File: config.mk
export PLATFORM = sky130hd
export DESIGN_NAME = hex_display_arbiter
export DESIGN_NICKNAME = d
export VERILOG_FILES = /design/src/rtl/hex_display_arbiter.sv
export SDC_FILE = /design/constraint.sdc
export NUM_CORES = 1
export LEC_CHECK = 0
export ABC_AREA = 1
export CORE_MARGIN = 2
export CORE_UTILIZATION = 52
export DETAILED_ROUTE_END_ITERATION = 10
export GPL_ROUTABILITY_DRIVEN = 0
export HOLD_SLACK_MARGIN = 0.1
export PLACE_DENSITY = 0.79
export RECOVER_POWER = 25
export SLEW_MARGIN = 30
export SYNTH_ARGS = -nofsm -noshare
export SYNTH_HDL_FRONTEND = slang
export SYNTH_SLANG_ARGS = --single-unit
File: constraint.sdc
create_clock -name clk -period 3.1 [get_ports clk]
set_clock_uncertainty 0.15 [all_clocks]
set_input_delay 0.775 -clock clk [delete_from_list [all_inputs] [get_ports clk]]
set_output_delay 0.775 -clock clk [all_outputs]
set_load 0.005 [all_outputs]
File: src/rtl/hex_display_arbiter.sv
// rtl/hex_display_arbiter.sv - round-robin arbiter driving BCD values onto 7-segment hex PIO slaves
module hex_display_arbiter #(
    parameter int NUM_DIGITS    = 4,
    parameter bit BLANK_LEADING = 1
) (
    input  logic                    clk,
    input  logic                    reset,
    input  logic                    req_a,
    input  logic [4*NUM_DIGITS-1:0] data_a,
    output logic                    ack_a,
    input  logic                    req_b,
    input  logic [4*NUM_DIGITS-1:0] data_b,
    output logic                    ack_b,
    output logic [NUM_DIGITS-1:0]   hex_chipselect,
    output logic [1:0]              hex_address,
    output logic                    hex_write_n,
    output logic [6:0]              hex_writedata,
    output logic                    busy
);

    localparam int         W        = 4 * NUM_DIGITS;
    localparam logic [2:0] LAST_IDX = 3'(NUM_DIGITS - 1);
    localparam logic [6:0] SEG_BLANK = 7'h7F;

    typedef enum logic [1:0] {IDLE, LOAD, WRITE, ACK} state_t;

    state_t                state;
    logic                  gnt_b;
    logic                  last_b;
    logic                  win_b;
    logic [2:0]            idx;
    logic [2:0]            idx_nxt;
    logic [W-1:0]          data_r;
    logic [W-1:0]          sel_data;
    logic [W-1:0]          data_sh;
    logic [NUM_DIGITS-1:0] keep_r;
    logic [NUM_DIGITS-1:0] keep_c;
    logic [NUM_DIGITS-1:0] keep_sh;
    logic                  seen;

    function automatic logic [6:0] seg7(input logic [3:0] n);
        case (n)
            4'd0:    seg7 = 7'h40;
            4'd1:    seg7 = 7'h79;
            4'd2:    seg7 = 7'h24;
            4'd3:    seg7 = 7'h30;
            4'd4:    seg7 = 7'h19;
            4'd5:    seg7 = 7'h12;
            4'd6:    seg7 = 7'h02;
            4'd7:    seg7 = 7'h78;
            4'd8:    seg7 = 7'h00;
            4'd9:    seg7 = 7'h10;
            default: seg7 = 7'h3F;
        endcase
    endfunction

    // The address register of the PIO slaves is always register 0.
    assign hex_address = 2'b00;

    // B wins only if A is idle or A was the previous grantee.
    assign win_b    = req_b & (~req_a | ~last_b);
    assign sel_data = gnt_b ? data_b : data_a;

    // Digit i is shown when it or any higher nibble is non-zero; digit 0 always shown.
    always_comb begin
        keep_c = '0;
        seen   = 1'b0;
        for (int i = NUM_DIGITS - 1; i >= 0; i--) begin
            seen      = seen | (|sel_data[4*i +: 4]);
            keep_c[i] = seen | (i == 0) | !BLANK_LEADING;
        end
    end

    // Next digit's nibble and blank flag, taken from the latched copy.
    always_comb begin
        idx_nxt = idx + 3'd1;
        data_sh = data_r >> {idx_nxt, 2'b00};
        keep_sh = keep_r >> idx_nxt;
    end

    // Transfer FSM with all outputs registered.
    always_ff @(posedge clk) begin
        if (reset) begin
            state          <= IDLE;
            gnt_b          <= 1'b0;
            last_b         <= 1'b1;
            idx            <= 3'd0;
            data_r         <= '0;
            keep_r         <= '0;
            ack_a          <= 1'b0;
            ack_b          <= 1'b0;
            busy           <= 1'b0;
            hex_chipselect <= '0;
            hex_write_n    <= 1'b1;
            hex_writedata  <= 7'h00;
        end else begin
            case (state)
                IDLE: begin
                    if (req_a | req_b) begin
                        gnt_b  <= win_b;
                        last_b <= win_b;
                        busy   <= 1'b1;
                        state  <= LOAD;
                    end
                end
                LOAD: begin
                    data_r         <= sel_data;
                    keep_r         <= keep_c;
                    idx            <= 3'd0;
                    hex_chipselect <= NUM_DIGITS'(1);
                    hex_write_n    <= 1'b0;
                    hex_writedata  <= seg7(sel_data[3:0]);
                    state          <= WRITE;
                end
                WRITE: begin
                    if (idx == LAST_IDX) begin
                        hex_chipselect <= '0;
                        hex_write_n    <= 1'b1;
                        hex_writedata  <= 7'h00;
                        ack_a          <= ~gnt_b;
                        ack_b          <= gnt_b;
                        state          <= ACK;
                    end else begin
                        idx            <= idx_nxt;
                        hex_chipselect <= NUM_DIGITS'(1) << idx_nxt;
                        hex_writedata  <= keep_sh[0] ? seg7(data_sh[3:0]) : SEG_BLANK;
                    end
                end
                ACK: begin
                    ack_a <= 1'b0;
                    ack_b <= 1'b0;
                    busy  <= 1'b0;
                    state <= IDLE;
                end
                default: state <= IDLE;
            endcase
        end
    end

endmodule

* Word level (Yosys, flattened, before mapping) *
Memories as Yosys holds them, arrays and structs flattened.
Cells that the tools add are included.
Widths: inputs -> output; s select.

word-level totals
  output and inout bits = 17
  bits in latches = 0
  memory bits (read-only) = 224
  memories kept = 2
  register bits = 42
  bits in writable memories = 0

operators by class
  add/sub/neg operators = 1
  shift-type cells = 3
  divide/modulo/power cells = 0
  reductions and logical operators = 13
  muxes and demuxes = 19
  $mul = 0
  order comparisons = 0
  bitwise gates (word level) = 8
  eq/ne operators = 7

memories
  name             words  bits a word  rd ports  clocked after memory_dff  write ports  line  text
  (no name shown)  16     7            1         0                         0            42    case (n)
  (no name shown)  16     7            1         0                         0            42

operators by type and width
  cell                 number
  $mux 16              1
  $shr 16x5->4         1
  $mux 7               2
  $pmux 7 s2           1
  $reduce_and 2->1     6
  $reduce_or 4->1      3
  $pmux 1 s2           4
  $pmux 2 s4           1
  $pmux 4 s2           1
  $ne 2x2->1 const B   3
  $pmux 3 s2           1
  $reduce_bool 2->1    3
  $eq 2x2->1 const B   2
  $mux 1               4
  $mux 2               2
  $mux 4               1
  $or 1x1->1           4
  $shl 1x3->4 const A  1
  $shr 4x3->1          1
  $add 3x1->3 const B  1
  $eq 3x2->1 const B   1
  $mux 3               1
  $not 1->1            3
  $eq 2x1->1 const B   1
  2 further kinds      2

* Longest topological paths before layout *
Gate-level depths: netlist (run 1).
An unclocked memory read counts as a cell.

  depth after elaboration = 6
  gate-level depth with buffers = 15

* Least setup slack after synthesis (run 1) *
Ideal clock, no wire load.

  kind = register to register
  from = reg idx[0]
  to = reg hex_writedata[3]
  period minus slack after synthesis = 2368 ps
  buffers on the path = 0
  library setup time = 122 ps
  required time = 2828 ps
  arrival = 2096 ps
  path slack = 732 ps
  cell stages (with the launch flop) = 15
  cell sequence = dfxtp_1 inv_2 ha_1 inv_2 a21oi_1 o21ai_0 nand2_1 nand2_1 ha_1 inv_1 nand4_1 nand3_1 nand3_1 nand2_1 a21oi_2

between the ends
  word-level cells in the longest chain between the ends = 6

RTL lines
  item                    line  text
  from (decl)             31    logic [2:0] idx;
  from (signal assigned)  124   idx <= idx_nxt;
  $add 3x1->3             76    idx_nxt = idx + 3'd1;
  $shr 16x5->4            77    data_sh = data_r >> {idx_nxt, 2'b00};
  $mem_v2 16x7            n/a
  $mux 7                  126   hex_writedata <= keep_sh[0] ? seg7(data_sh[3:0]) : SEG_BLANK;
  $mux 7 *                116   if (idx == LAST_IDX) begin
  $pmux 7 s2 *            97    case (state)
  to (signal assigned)    112   hex_writedata <= seg7(sel_data[3:0]);
  to (signal assigned)    126
  to (decl)               17    output logic [6:0] hex_writedata,

Mark *: on every way between the ends. The rest lies on a longest branch, timed or not.
A chain may end at the register's enable or synchronous reset.

* Worst setup path in the final report (run 1) *
Ends and elaborated chain as after synthesis.

==> run_summary.xml, run 1 <==
<?xml version="1.0" encoding="UTF-8"?>
<metrics>
  <group name="run_status">
    <metric name="outcome" unit="">complete, no violations</metric>
  </group>
  <group name="yosys">
    <metric name="yosys.area.top_type" unit="">dfxtp_1</metric>
    <metric name="synth_top_area_share" unit="%">32.4</metric>
    <metric name="synth.area.top_cells" unit="">dfxtp_1 32%, nand2_1 15%, ha_1 9.6%, inv_1 6.9%, a21oi_1 6.0%</metric>
    <metric name="post_synth_num_cell_types" unit="">31</metric>
    <metric name="synthesis.instances" unit="">378</metric>
    <metric name="synth.ff_latch_count" unit="">42</metric>
    <metric name="syn_area_per_cell" unit="um2">6.87</metric>
    <metric name="synth.cell_area" unit="um2">2590</metric>
    <metric name="yosysWarningCount" unit="">0</metric>
    <metric name="synth-seq-area-share" unit="%">32.4</metric>
  </group>
  <group name="detailed_routing">
    <metric name="drt_first_iter_violations" unit="">160</metric>
    <metric name="routed_via_density" unit="">5.02</metric>
    <metric name="drt_wl_total" unit="um">5910</metric>
    <metric name="routed_wire_length_per_instance" unit="um">12.0</metric>
    <metric name="detailroute.via_count" unit="">2478</metric>
    <metric name="drc_errors" unit="">0</metric>
    <metric name="number_of_routed_nets_with_antenna_violations" unit="">0</metric>
    <metric name="1st_pass_router_iterations" unit="">4</metric>
  </group>
  <group name="clocking">
    <metric name="tritoncts" unit="">yes</metric>
    <metric name="h-tree-depth" unit="">2</metric>
    <metric name="cts-root-buf" unit="">clkbuf_8</metric>
    <metric name="cts.reportedPaths.clkPinSlew" unit="ps">90</metric>
    <metric name="cts_num_sinks" unit="">42</metric>
    <metric name="clock_insertion_delay_worst_skew" unit="ps">300</metric>
    <metric name="holdBufCountCts" unit="">0</metric>
    <metric name="cts-resized-gates" unit="">0</metric>
    <metric name="number_of_buffers_created_by_cts" unit="">5</metric>
    <metric name="clockBufferDepth" unit="">2</metric>
    <metric name="post_cts.repair.setup_buffers" unit="">0</metric>
  </group>
  <group name="pwr">
    <metric name="power_frac_seq" unit="%">27.8</metric>
    <metric name="power_density" unit="nW/um2">880</metric>
    <metric name="combinationalPowerShare" unit="%">53.8</metric>
    <metric name="power.ir.vdd_worst" unit="V">0.000446</metric>
    <metric name="p_int" unit="mW">1.62</metric>
    <metric name="power" unit="mW">2.87</metric>
    <metric name="p_sw_share" unit="%">43.6</metric>
    <metric name="power_frac_clock" unit="%">18.4</metric>
    <metric name="switchingPower" unit="mW">1.25</metric>
    <metric name="power_leakage" unit="nW">1.53</metric>
  </group>
  <group name="floorplanning">
    <metric name="core_area" unit="um2">4750</metric>
    <metric name="die_area" unit="um2">5570</metric>
    <metric name="initial_core_util" unit="%">54.6</metric>
    <metric name="num_rows" unit="">25</metric>
    <metric name="die_height" unit="um">74.6</metric>
    <metric name="die_w" unit="um">74.6</metric>
    <metric name="num_io_pins" unit="">53</metric>
  </group>
  <group name="global_route">
    <metric name="grt_max_degree" unit="">24</metric>
    <metric name="track_usage" unit="%">22.7</metric>
    <metric name="grt_first_pass_wirelength" unit="um">9870</metric>
    <metric name="grt_pass1_vias" unit="">2267</metric>
    <metric name="grt_remaining_overflow" unit="">0</metric>
    <metric name="grt_antenna_before_repair" unit="">0</metric>
  </group>
  <group name="layout">
    <metric name="antenna-diode-count" unit="">0</metric>
    <metric name="layout.area.seq" unit="um2">841</metric>
    <metric name="fillCellCount" unit="">428</metric>
    <metric name="multi_input_area" unit="um2">1450</metric>
    <metric name="drive_gt1_share" unit="%">7.26</metric>
    <metric name="number_of_nets_in_the_finished_design" unit="">482</metric>
    <metric name="fin_util" unit="%">68.5</metric>
    <metric name="final_cell_count_no_fill" unit="">494</metric>
    <metric name="area_growth_syn_to_layout" unit="%">25.5</metric>
  </group>
  <group name="critical_path">
    <metric name="worst_ep_required_time" unit="ps">3150</metric>
    <metric name="worst_setup_path_end_kind" unit="">flop</metric>
    <metric name="critPathArrivalTime" unit="ps">2760</metric>
    <metric name="critical_path.max_fanout" unit="">16</metric>
    <metric name="worstSetupStartpointType" unit="">flop</metric>
    <metric name="ff2ff_setup_slack" unit="ps">390</metric>
    <metric name="reg2reg_from" unit="">idx[0]</metric>
    <metric name="crit_type" unit="">flop to flop</metric>
    <metric name="critPathLaunch" unit="">idx[0]</metric>
    <metric name="worst_r2r_path_depth" unit="">12</metric>
  </group>
  <group name="sta">
    <metric name="highest_clock_rate" unit="MHz">369</metric>
    <metric name="grt_setup_unrepaired" unit="">no</metric>
    <metric name="tightest_slew" unit="ps">640</metric>
    <metric name="maxSlewViolCount" unit="">0</metric>
    <metric name="fin_crit" unit="ps">2710</metric>
    <metric name="post-route-period-util" unit="%">87.5</metric>
    <metric name="hold_viol_final" unit="">0</metric>
    <metric name="timing.setup.tns" unit="ps">0</metric>
    <metric name="final_critical_path_setup_slack" unit="ps">388</metric>
    <metric name="max-slew-margin-rel" unit="%">57.3</metric>
    <metric name="setup-violations-final" unit="">0</metric>
  </group>
  <group name="min_path">
    <metric name="worst_hold_startpoint" unit="">keep_r[2]</metric>
    <metric name="hp-class" unit="">flop to flop</metric>
    <metric name="whs_path_depth" unit="">2</metric>
  </group>
  <group name="placed_design">
    <metric name="hpwl" unit="um">4380</metric>
    <metric name="portBuffers" unit="">50</metric>
    <metric name="numPlacedInstances" unit="">486</metric>
    <metric name="placement.setup.worst_slack" unit="ps">493</metric>
  </group>
  <group name="job">
    <metric name="drv.max_cap_violation_count" unit="">0</metric>
  </group>
</metrics>
==> critical path: stages (launching register included) <==
cell and delay, ps:
dfxtp_1 350, clkbuf_1 500, ha_1 250, ha_1 330, nand2_2 180, inv_1 80, ha_1 290, inv_1 60
nand4_1 120, nand3_1 110, nand3_1 60, nand2_1 70, a21oi_2 50
==> synthesized netlist by cell type (all sizes together) <==
cell	n
a21oi	35
a221oi	1
a31oi	4
buf	8
clkbuf	8
clkinv	2
conb	1
dfxtp	42
ha	20
inv	51
mux2i	3
nand2	107
nand3	25
nand3b	2
nand4	3
nor2	23
nor3	2
nor4	2
o211ai	8
o21ai	30
or2	1
==> flip-flops by register name, summed over array words and instances (netlist names) <==
register	count
idx	3
gnt_b	1
busy	1
ack_b	1
data_r	16
hex_writedata	7
state	2
last_b	1
hex_chipselect	4
keep_r	4
ack_a	1
hex_write_n	1
==> power groups by stage <==
stage	Sequential [mW]	Clock, mW	Combinational, mW
finish	0.795	0.528	1.54
global route	0.816	0.556	1.76
CTS	0.797	0.535	1.55
detailed placement	0.807	0	1.53
global placement	0.800	0	1.49
floorplan	0.799	0	1.13
==> per-stage QoR <==
step,hold WS (ps),area [um2]
6_report,316,3260
5_1_grt,338,3260
4_1_cts,318,3260
3_5_place_dp,303,3120
3_3_place_gp,291,3120
2_1_floorplan,279,2600
==> routing by layer <==
metal | vias up | part of all wire (%) | track usage, %
met1 | 1095 | 45 | 27.7
met5 | - | 0 | 0
li1 | 1304 | - | -
met4 | 0 | 0.85 | 6.35
met3 | 7 | 4.7 | 3.61
met2 | 72 | 49 | 41.1
==> area by class of cell <==
| class | instances | share of cell area (%) |
|---|---|---|
| inverters | 53 | 6.11 |
| repair buffers | 56 | 16.6 |
| clock buffers | 5 | 2.11 |
| well taps | 67 | 2.57 |
| flip-flops and latches | 42 | 25.8 |
| multi-input cells | 268 | 44.6 |
| clock inverters | 3 | 2.11 |
==> path summary, 6_finish.rpt <==
| path | to |
|---|---|
| setup reg to reg | hex_writedata[3] |
| hold reg to reg | keep_r[2] |
| hold / removal | keep_r[2] |
| setup / recovery | hex_writedata[3] |
==> layout by cell type, fill, tap and decap left out, types with 2 or more instances in the layout <==
| cell type | netlist | routed |
|---|---|---|
| a31oi_1 | 4 | 4 |
| clkdlybuf4s50_1 | 0 | 48 |
| nand3b_1 | 2 | 2 |
| clkinv_1 | 2 | 2 |
| a21oi_2 | 4 | 4 |
| nand3_2 | 5 | 5 |
| dlygate4sd3_1 | 0 | 2 |
| inv_1 | 48 | 48 |
| nand3_1 | 19 | 19 |
| nand4_1 | 3 | 3 |
| clkbuf_8 | 1 | 5 |
| bufinv_16 | 0 | 2 |
| nand2_2 | 3 | 3 |
| o211ai_1 | 8 | 8 |
| conb_1 | 1 | 2 |
| nor3_1 | 2 | 2 |
| nor2_1 | 23 | 23 |
| ha_1 | 20 | 20 |
| a21oi_1 | 31 | 31 |
| inv_2 | 3 | 3 |
| mux2i_1 | 3 | 3 |
| nand2_1 | 104 | 104 |
| nor4_1 | 2 | 2 |
| o21ai_0 | 29 | 29 |
| buf_4 | 3 | 5 |
| dfxtp_1 | 42 | 42 |
==> logic make-up (layout without fill, tap and decap cells) <==
group	count (synthesis)	in the layout	synth area share, %
adders and majority gates	20	20	9.64
and+or+nand+nor	165	165	27.8
AOI/OAI and AO/OA	78	78	17.2
DFF	42	42	32.4
other	1	2	0.145
muxes	3	3	1.16
buffers and inverters	69	117	11.7
No activity file was read; power rests on OpenSTA's default activity.
==> run 2, diff against run 1 <==
- CORE_ASPECT_RATIO: default -> 1.2
==> run 2 against run 1 <==
Effect of this change: cell area decreased by 1.2%; cell count decreased by 1.6%; sequential cell count unchanged; sequential share of layout area increased by 0.30 points; clock power decreased by 15%; largest cell class unchanged.
==> run_summary.xml, run 2 (synthesized netlist as in run 1, its figures left out) <==
<?xml version="1.0" encoding="UTF-8"?>
<metrics>
  <group name="run_status">
    <metric name="outcome" unit="">complete, no violations</metric>
  </group>
  <group name="detailed_routing">
    <metric name="1st_pass_router_iterations" unit="">4</metric>
    <metric name="drc_errors" unit="">0</metric>
    <metric name="detailroute.via_count" unit="">2508</metric>
    <metric name="routed_wire_length_per_instance" unit="um">12.5</metric>
    <metric name="drt_wl_total" unit="um">6070</metric>
    <metric name="number_of_routed_nets_with_antenna_violations" unit="">0</metric>
    <metric name="routed_via_density" unit="">5.16</metric>
    <metric name="drt_first_iter_violations" unit="">132</metric>
  </group>
  <group name="sta">
    <metric name="maxSlewViolCount" unit="">0</metric>
    <metric name="timing.setup.tns" unit="ps">0</metric>
    <metric name="highest_clock_rate" unit="MHz">374</metric>
    <metric name="hold_viol_final" unit="">0</metric>
    <metric name="fin_crit" unit="ps">2680</metric>
    <metric name="max-slew-margin-rel" unit="%">56.1</metric>
    <metric name="post-route-period-util" unit="%">86.3</metric>
    <metric name="tightest_slew" unit="ps">659</metric>
    <metric name="grt_setup_unrepaired" unit="">no</metric>
    <metric name="setup-violations-final" unit="">0</metric>
  </group>
  <group name="layout">
    <metric name="mostFrequentLayoutCells" unit="">104 x nand2_1, 48 x inv_1, 48 x clkdlybuf4s50_1, 42 x dfxtp_1, 31 x a21oi_1</metric>
    <metric name="drive_gt1_share" unit="%">6.81</metric>
    <metric name="number_of_nets_in_the_finished_design" unit="">482</metric>
    <metric name="fin_util" unit="%">66.1</metric>
    <metric name="max_flop_register" unit="">data_r</metric>
    <metric name="layout.area.seq" unit="um2">841</metric>
    <metric name="layout_commonest_cell" unit="">nand2_1</metric>
    <metric name="antenna-diode-count" unit="">0</metric>
    <metric name="reg_top3" unit="">data_r (16), hex_writedata (7)</metric>
    <metric name="multi_input_area" unit="um2">1450</metric>
    <metric name="fillCellCount" unit="">454</metric>
    <metric name="area_growth_syn_to_layout" unit="%">24.1</metric>
    <metric name="largest_reg_flops" unit="">16</metric>
  </group>
  <group name="min_path">
    <metric name="hp-class" unit="">flop to flop</metric>
  </group>
  <group name="pwr">
    <metric name="power.ir.vdd_worst" unit="V">0.000437</metric>
    <metric name="switchingPower" unit="mW">1.24</metric>
    <metric name="power_frac_clock" unit="%">16.0</metric>
    <metric name="power_frac_seq" unit="%">28.5</metric>
    <metric name="p_sw_share" unit="%">44.4</metric>
    <metric name="power_density" unit="nW/um2">868</metric>
    <metric name="p_int" unit="mW">1.55</metric>
    <metric name="power_leakage" unit="nW">1.52</metric>
    <metric name="combinationalPowerShare" unit="%">55.5</metric>
  </group>
  <group name="clocking">
    <metric name="clockBufferDepth" unit="">2</metric>
    <metric name="cts-resized-gates" unit="">0</metric>
    <metric name="h-tree-depth" unit="">2</metric>
    <metric name="holdBufCountCts" unit="">0</metric>
    <metric name="cts-root-buf" unit="">clkbuf_8</metric>
    <metric name="number_of_buffers_created_by_cts" unit="">5</metric>
    <metric name="tritoncts" unit="">yes</metric>
    <metric name="cts.reportedPaths.clkPinSlew" unit="ps">80</metric>
    <metric name="post_cts.repair.setup_buffers" unit="">0</metric>
    <metric name="clock_insertion_delay_worst_skew" unit="ps">300</metric>
    <metric name="cts_num_sinks" unit="">42</metric>
  </group>
  <group name="job">
    <metric name="drv.max_cap_violation_count" unit="">0</metric>
  </group>
  <group name="global_route">
    <metric name="grt_remaining_overflow" unit="">0</metric>
    <metric name="grt_antenna_before_repair" unit="">0</metric>
    <metric name="grt_max_degree" unit="">24</metric>
    <metric name="grt_first_pass_wirelength" unit="um">10400</metric>
    <metric name="track_usage" unit="%">24.5</metric>
    <metric name="grt_pass1_vias" unit="">2405</metric>
  </group>
  <group name="critical_path">
    <metric name="worstSetupStartpointType" unit="">flop</metric>
    <metric name="worst_r2r_endpoint" unit="">hex_writedata[3]</metric>
    <metric name="worst_ep_required_time" unit="ps">3140</metric>
    <metric name="ff2ff_setup_slack" unit="ps">420</metric>
    <metric name="path_cells" unit="">clkbuf_1 &gt; ha_1 &gt; ha_1 &gt; nand2_2 &gt; inv_1 &gt; ha_1 &gt; inv_1 &gt; nand4_1 &gt; nand3_1 &gt; nand3_1 &gt; nand2_1 &gt; a21oi_2</metric>
    <metric name="critical_path.max_fanout" unit="">16</metric>
    <metric name="slowest_stage" unit="">clkbuf_1</metric>
    <metric name="reg2reg_from" unit="">idx[0]</metric>
    <metric name="crit_type" unit="">flop to flop</metric>
    <metric name="critPathArrivalTime" unit="ps">2720</metric>
    <metric name="critPathCapture" unit="">hex_writedata[3]</metric>
    <metric name="critPathLaunch" unit="">idx[0]</metric>
    <metric name="worst_setup_path_end_kind" unit="">flop</metric>
    <metric name="worst_r2r_path_depth" unit="">12</metric>
    <metric name="timing.critical_path.mode_cell" unit="">ha_1</metric>
    <metric name="critical-path-max-stage-delay" unit="ps">520</metric>
  </group>
  <group name="floorplanning">
    <metric name="initial_core_util" unit="%">53.3</metric>
    <metric name="num_rows" unit="">28</metric>
    <metric name="num_io_pins" unit="">53</metric>
    <metric name="die_w" unit="um">68.5</metric>
    <metric name="die_height" unit="um">81.4</metric>
    <metric name="core_area" unit="um2">4870</metric>
    <metric name="die_area" unit="um2">5570</metric>
  </group>
  <group name="placed_design">
    <metric name="portBuffers" unit="">50</metric>
    <metric name="hpwl" unit="um">4640</metric>
  </group>
</metrics>
[run 2: changes by cell type in the layout (fill, tap and decap cells not counted), sizes merged]
cell,change
clkbuf,+2
buf,-1
bufinv,-1
clkinv,-1
[run 2: worst min path at each step]
stage / endpoint / slack [ps] / cells past startpoint / start
CTS: ack_b / 320 / 2 / ack_b
floorplan: last_b / 280 / 2 / last_b
detailed placement: last_b / 310 / 2 / last_b
global route: last_b / 350 / 2 / last_b
finish: last_b / 320 / 2 / last_b
global placement: last_b / 290 / 2 / last_b
[run 2: per-stage QoR]
stage	worst slack (ps)	instance area [um2]	power [mW]	hold slack, ps	instances
6_report	425	3220	2.79	316	486
5_1_grt	281	3220	3.05	350	486
4_1_cts	611	3230	2.80	323	486
3_5_place_dp	511	3110	2.34	306	479
3_3_place_gp	552	3110	2.30	292	479
2_1_floorplan	732	2600	1.93	279	379
[run 2: layout make-up]
| class | instances | area share, % |
|---|---|---|
| multi-input cells | 268 | 45.2 |
| flip-flops and latches | 42 | 26.1 |
| repair buffers | 56 | 16.7 |
| inverters | 53 | 6.18 |
| clock buffers | 6 | 2.57 |
| well taps | 60 | 2.33 |
| clock inverters | 1 | 0.933 |
[run 2: metal layers]
layer  global-route usage [%]  share of wire [%]
met5                        0                  0
met1                     27.2                 40
met2                     45.3                 53
met4                     8.80                2.2
met3                     4.43                4.3
[run 2: power by group through the flow]
stage | clock network, mW | logic (mW) | registers (mW)
finish | 0.447 | 1.55 | 0.795
detailed placement | 0 | 1.53 | 0.810
global placement | 0 | 1.50 | 0.803
CTS | 0.449 | 1.55 | 0.799
floorplan | 0 | 1.13 | 0.799
global route | 0.475 | 1.76 | 0.819
[run 2: critical path, delay by kind of cell, from the launching register on]
| kind | cells | cell delay (ps) |
|---|---|---|
| AOI/OAI and AO/OA | 1 | 50 |
| adders and majority gates | 3 | 850 |
| buffers and inverters | 3 | 650 |
| DFF | 1 | 350 |
| and+or+nand+nor | 5 | 520 |
==> run 3, diff against run 2 <==
- CORE_UTILIZATION: 52 -> 63
- DONT_BUFFER_PORTS: default -> 1
- PLACE_DENSITY: 0.79 -> 0.77
==> run 3 against run 2 <==
Effect of this change: worst setup slack got worse by 30 ps; sequential share of layout area increased by 5.2 points; combinational power decreased by 11%; largest cell class unchanged.
==> run_summary.xml, run 3 (synthesized netlist as in run 1, its figures left out) <==
<?xml version="1.0" encoding="UTF-8"?>
<metrics>
  <group name="run_status">
    <metric name="outcome" unit="">complete, no violations</metric>
  </group>
  <group name="sta">
    <metric name="post-route-period-util" unit="%">87.3</metric>
    <metric name="setup-violations-final" unit="">0</metric>
    <metric name="timing.setup.tns" unit="ps">0</metric>
    <metric name="grt_setup_unrepaired" unit="">no</metric>
    <metric name="max-slew-margin-rel" unit="%">26.8</metric>
    <metric name="holdWs" unit="ps">307</metric>
    <metric name="hold_viol_final" unit="">0</metric>
    <metric name="fin_crit" unit="ps">2710</metric>
    <metric name="highest_clock_rate" unit="MHz">370</metric>
    <metric name="tightest_slew" unit="ps">1090</metric>
    <metric name="maxSlewViolCount" unit="">0</metric>
  </group>
  <group name="min_path">
    <metric name="hp-class" unit="">flop to flop</metric>
    <metric name="whs_path_depth" unit="">2</metric>
  </group>
  <group name="global_route">
    <metric name="grt_remaining_overflow" unit="">0</metric>
    <metric name="track_usage" unit="%">26.1</metric>
    <metric name="grt_max_degree" unit="">24</metric>
    <metric name="grt_first_pass_wirelength" unit="um">9490</metric>
    <metric name="grt_pass1_vias" unit="">2128</metric>
    <metric name="grt_antenna_before_repair" unit="">0</metric>
  </group>
  <group name="clocking">
    <metric name="number_of_buffers_created_by_cts" unit="">5</metric>
    <metric name="clockBufferDepth" unit="">2</metric>
    <metric name="cts-root-buf" unit="">clkbuf_8</metric>
    <metric name="holdBufCountCts" unit="">0</metric>
    <metric name="tritoncts" unit="">yes</metric>
    <metric name="cts.reportedPaths.clkPinSlew" unit="ps">80</metric>
    <metric name="post_cts.repair.setup_buffers" unit="">0</metric>
    <metric name="h-tree-depth" unit="">2</metric>
    <metric name="cts_num_sinks" unit="">42</metric>
    <metric name="clock_insertion_delay_worst_skew" unit="ps">290</metric>
    <metric name="cts-resized-gates" unit="">0</metric>
  </group>
  <group name="detailed_routing">
    <metric name="routed_via_density" unit="">5.36</metric>
    <metric name="drt_wl_total" unit="um">5790</metric>
    <metric name="1st_pass_router_iterations" unit="">4</metric>
    <metric name="number_of_routed_nets_with_antenna_violations" unit="">0</metric>
    <metric name="drt_first_iter_violations" unit="">150</metric>
    <metric name="routed_wire_length_per_instance" unit="um">13.5</metric>
    <metric name="drc_errors" unit="">0</metric>
    <metric name="detailroute.via_count" unit="">2298</metric>
  </group>
  <group name="layout">
    <metric name="antenna-diode-count" unit="">0</metric>
    <metric name="mostFrequentLayoutCells" unit="">104 x nand2_1, 48 x inv_1, 42 x dfxtp_1, 31 x a21oi_1, 30 x o21ai_0</metric>
    <metric name="reg_top3" unit="">data_r (16), hex_writedata (7)</metric>
    <metric name="number_of_nets_in_the_finished_design" unit="">430</metric>
    <metric name="drive_gt1_share" unit="%">6.93</metric>
    <metric name="largest_reg_flops" unit="">16</metric>
    <metric name="layout_commonest_cell" unit="">nand2_1</metric>
    <metric name="final_cell_count_no_fill" unit="">429</metric>
    <metric name="max_flop_register" unit="">data_r</metric>
    <metric name="area_growth_syn_to_layout" unit="%">3.38</metric>
  </group>
  <group name="critical_path">
    <metric name="critical_path.max_fanout" unit="">19</metric>
    <metric name="crit_type" unit="">flop to flop</metric>
    <metric name="critPathArrivalTime" unit="ps">2750</metric>
    <metric name="worst_ep_required_time" unit="ps">3140</metric>
    <metric name="worst_r2r_path_depth" unit="">7</metric>
    <metric name="worst_setup_path_end_kind" unit="">flop</metric>
    <metric name="worstSetupStartpointType" unit="">flop</metric>
  </group>
  <group name="floorplanning">
    <metric name="die_w" unit="um">62.6</metric>
    <metric name="num_rows" unit="">25</metric>
    <metric name="core_area" unit="um2">3940</metric>
    <metric name="num_io_pins" unit="">53</metric>
    <metric name="initial_core_util" unit="%">65.8</metric>
    <metric name="die_height" unit="um">74.3</metric>
    <metric name="die_area" unit="um2">4650</metric>
  </group>
  <group name="placed_design">
    <metric name="numPlacedInstances" unit="">421</metric>
    <metric name="hpwl" unit="um">4380</metric>
    <metric name="portBuffers" unit="">0</metric>
  </group>
  <group name="job">
    <metric name="drv.max_cap_violation_count" unit="">0</metric>
  </group>
  <group name="pwr">
    <metric name="power.ir.vdd_worst" unit="V">0.000554</metric>
    <metric name="power_density" unit="nW/um2">978</metric>
    <metric name="power_leakage" unit="nW">1.31</metric>
  </group>
</metrics>
==> run 3: cell types whose count changed in the layout (fill, tap and decap cells not counted) <==
cell	delta
dlygate4sd3_1	-2
o21ai_4	-1
buf_4	-1
o21ai_0	+1
clkdlybuf4s50_1	-48
clkbuf_8	-1
clkbuf_1	+1
==> run 3: final cells by class <==
type                            count  area [um2]
Clock buffer                        7        76.3
Clock inverter                      1        30.0
Fill cell                         366        1260
Inverter                           53         199
Multi-Input combinational cell    268        1440
Sequential cell                    42         841
Tap cell                           54        67.6
Timing Repair Buffer                4        26.3
==> run 3: worst paths after layout <==
check,slack (ps),startpoint,endpoint
max,390,gnt_b,hex_writedata[6]
min,310,keep_r[0],keep_r[0]
max reg2reg,390,gnt_b,hex_writedata[6]
min reg2reg,310,keep_r[0],keep_r[0]
==> run 3: routing by layer <==
layer,up-vias,wire length [um],track usage [%]
met5,-,0,0
met4,0,192,13.8
met3,14,259,4.84
met2,62,2900,47.0
met1,1019,2440,29.9
li1,1203,-,-
==> run 3: worst max-delay path, cell delays in order, from the launching register on <==
cell	delay [ps]
dfxtp_1	310
clkbuf_1	360
o21ai_0	980
inv_1	240
nor2_1	170
o21ai_0	170
a21oi_1	170
nor2_1	50
==> run 3: stage by stage <==
step	utilization (%)	area (um2)	power, mW	setup slack [ps]
6_report	68.1	2680	2.62	395
5_1_grt	68.1	2680	2.87	138
4_1_cts	68.4	2700	2.63	493
3_5_place_dp	65.7	2590	2.20	509
3_3_place_gp	65.7	2590	2.17	615
2_1_floorplan	-	2600	1.93	732
==> run 3: report_power, final <==
| part | leakage (nW) | switching [mW] | internal [mW] | total [mW] |
|---|---|---|---|---|
| Sequential | 0.346 | 0.104 | 0.713 | 0.817 |
| Combinational | 0.917 | 0.911 | 0.465 | 1.38 |
| Clock | 0.0524 | 0.189 | 0.241 | 0.430 |
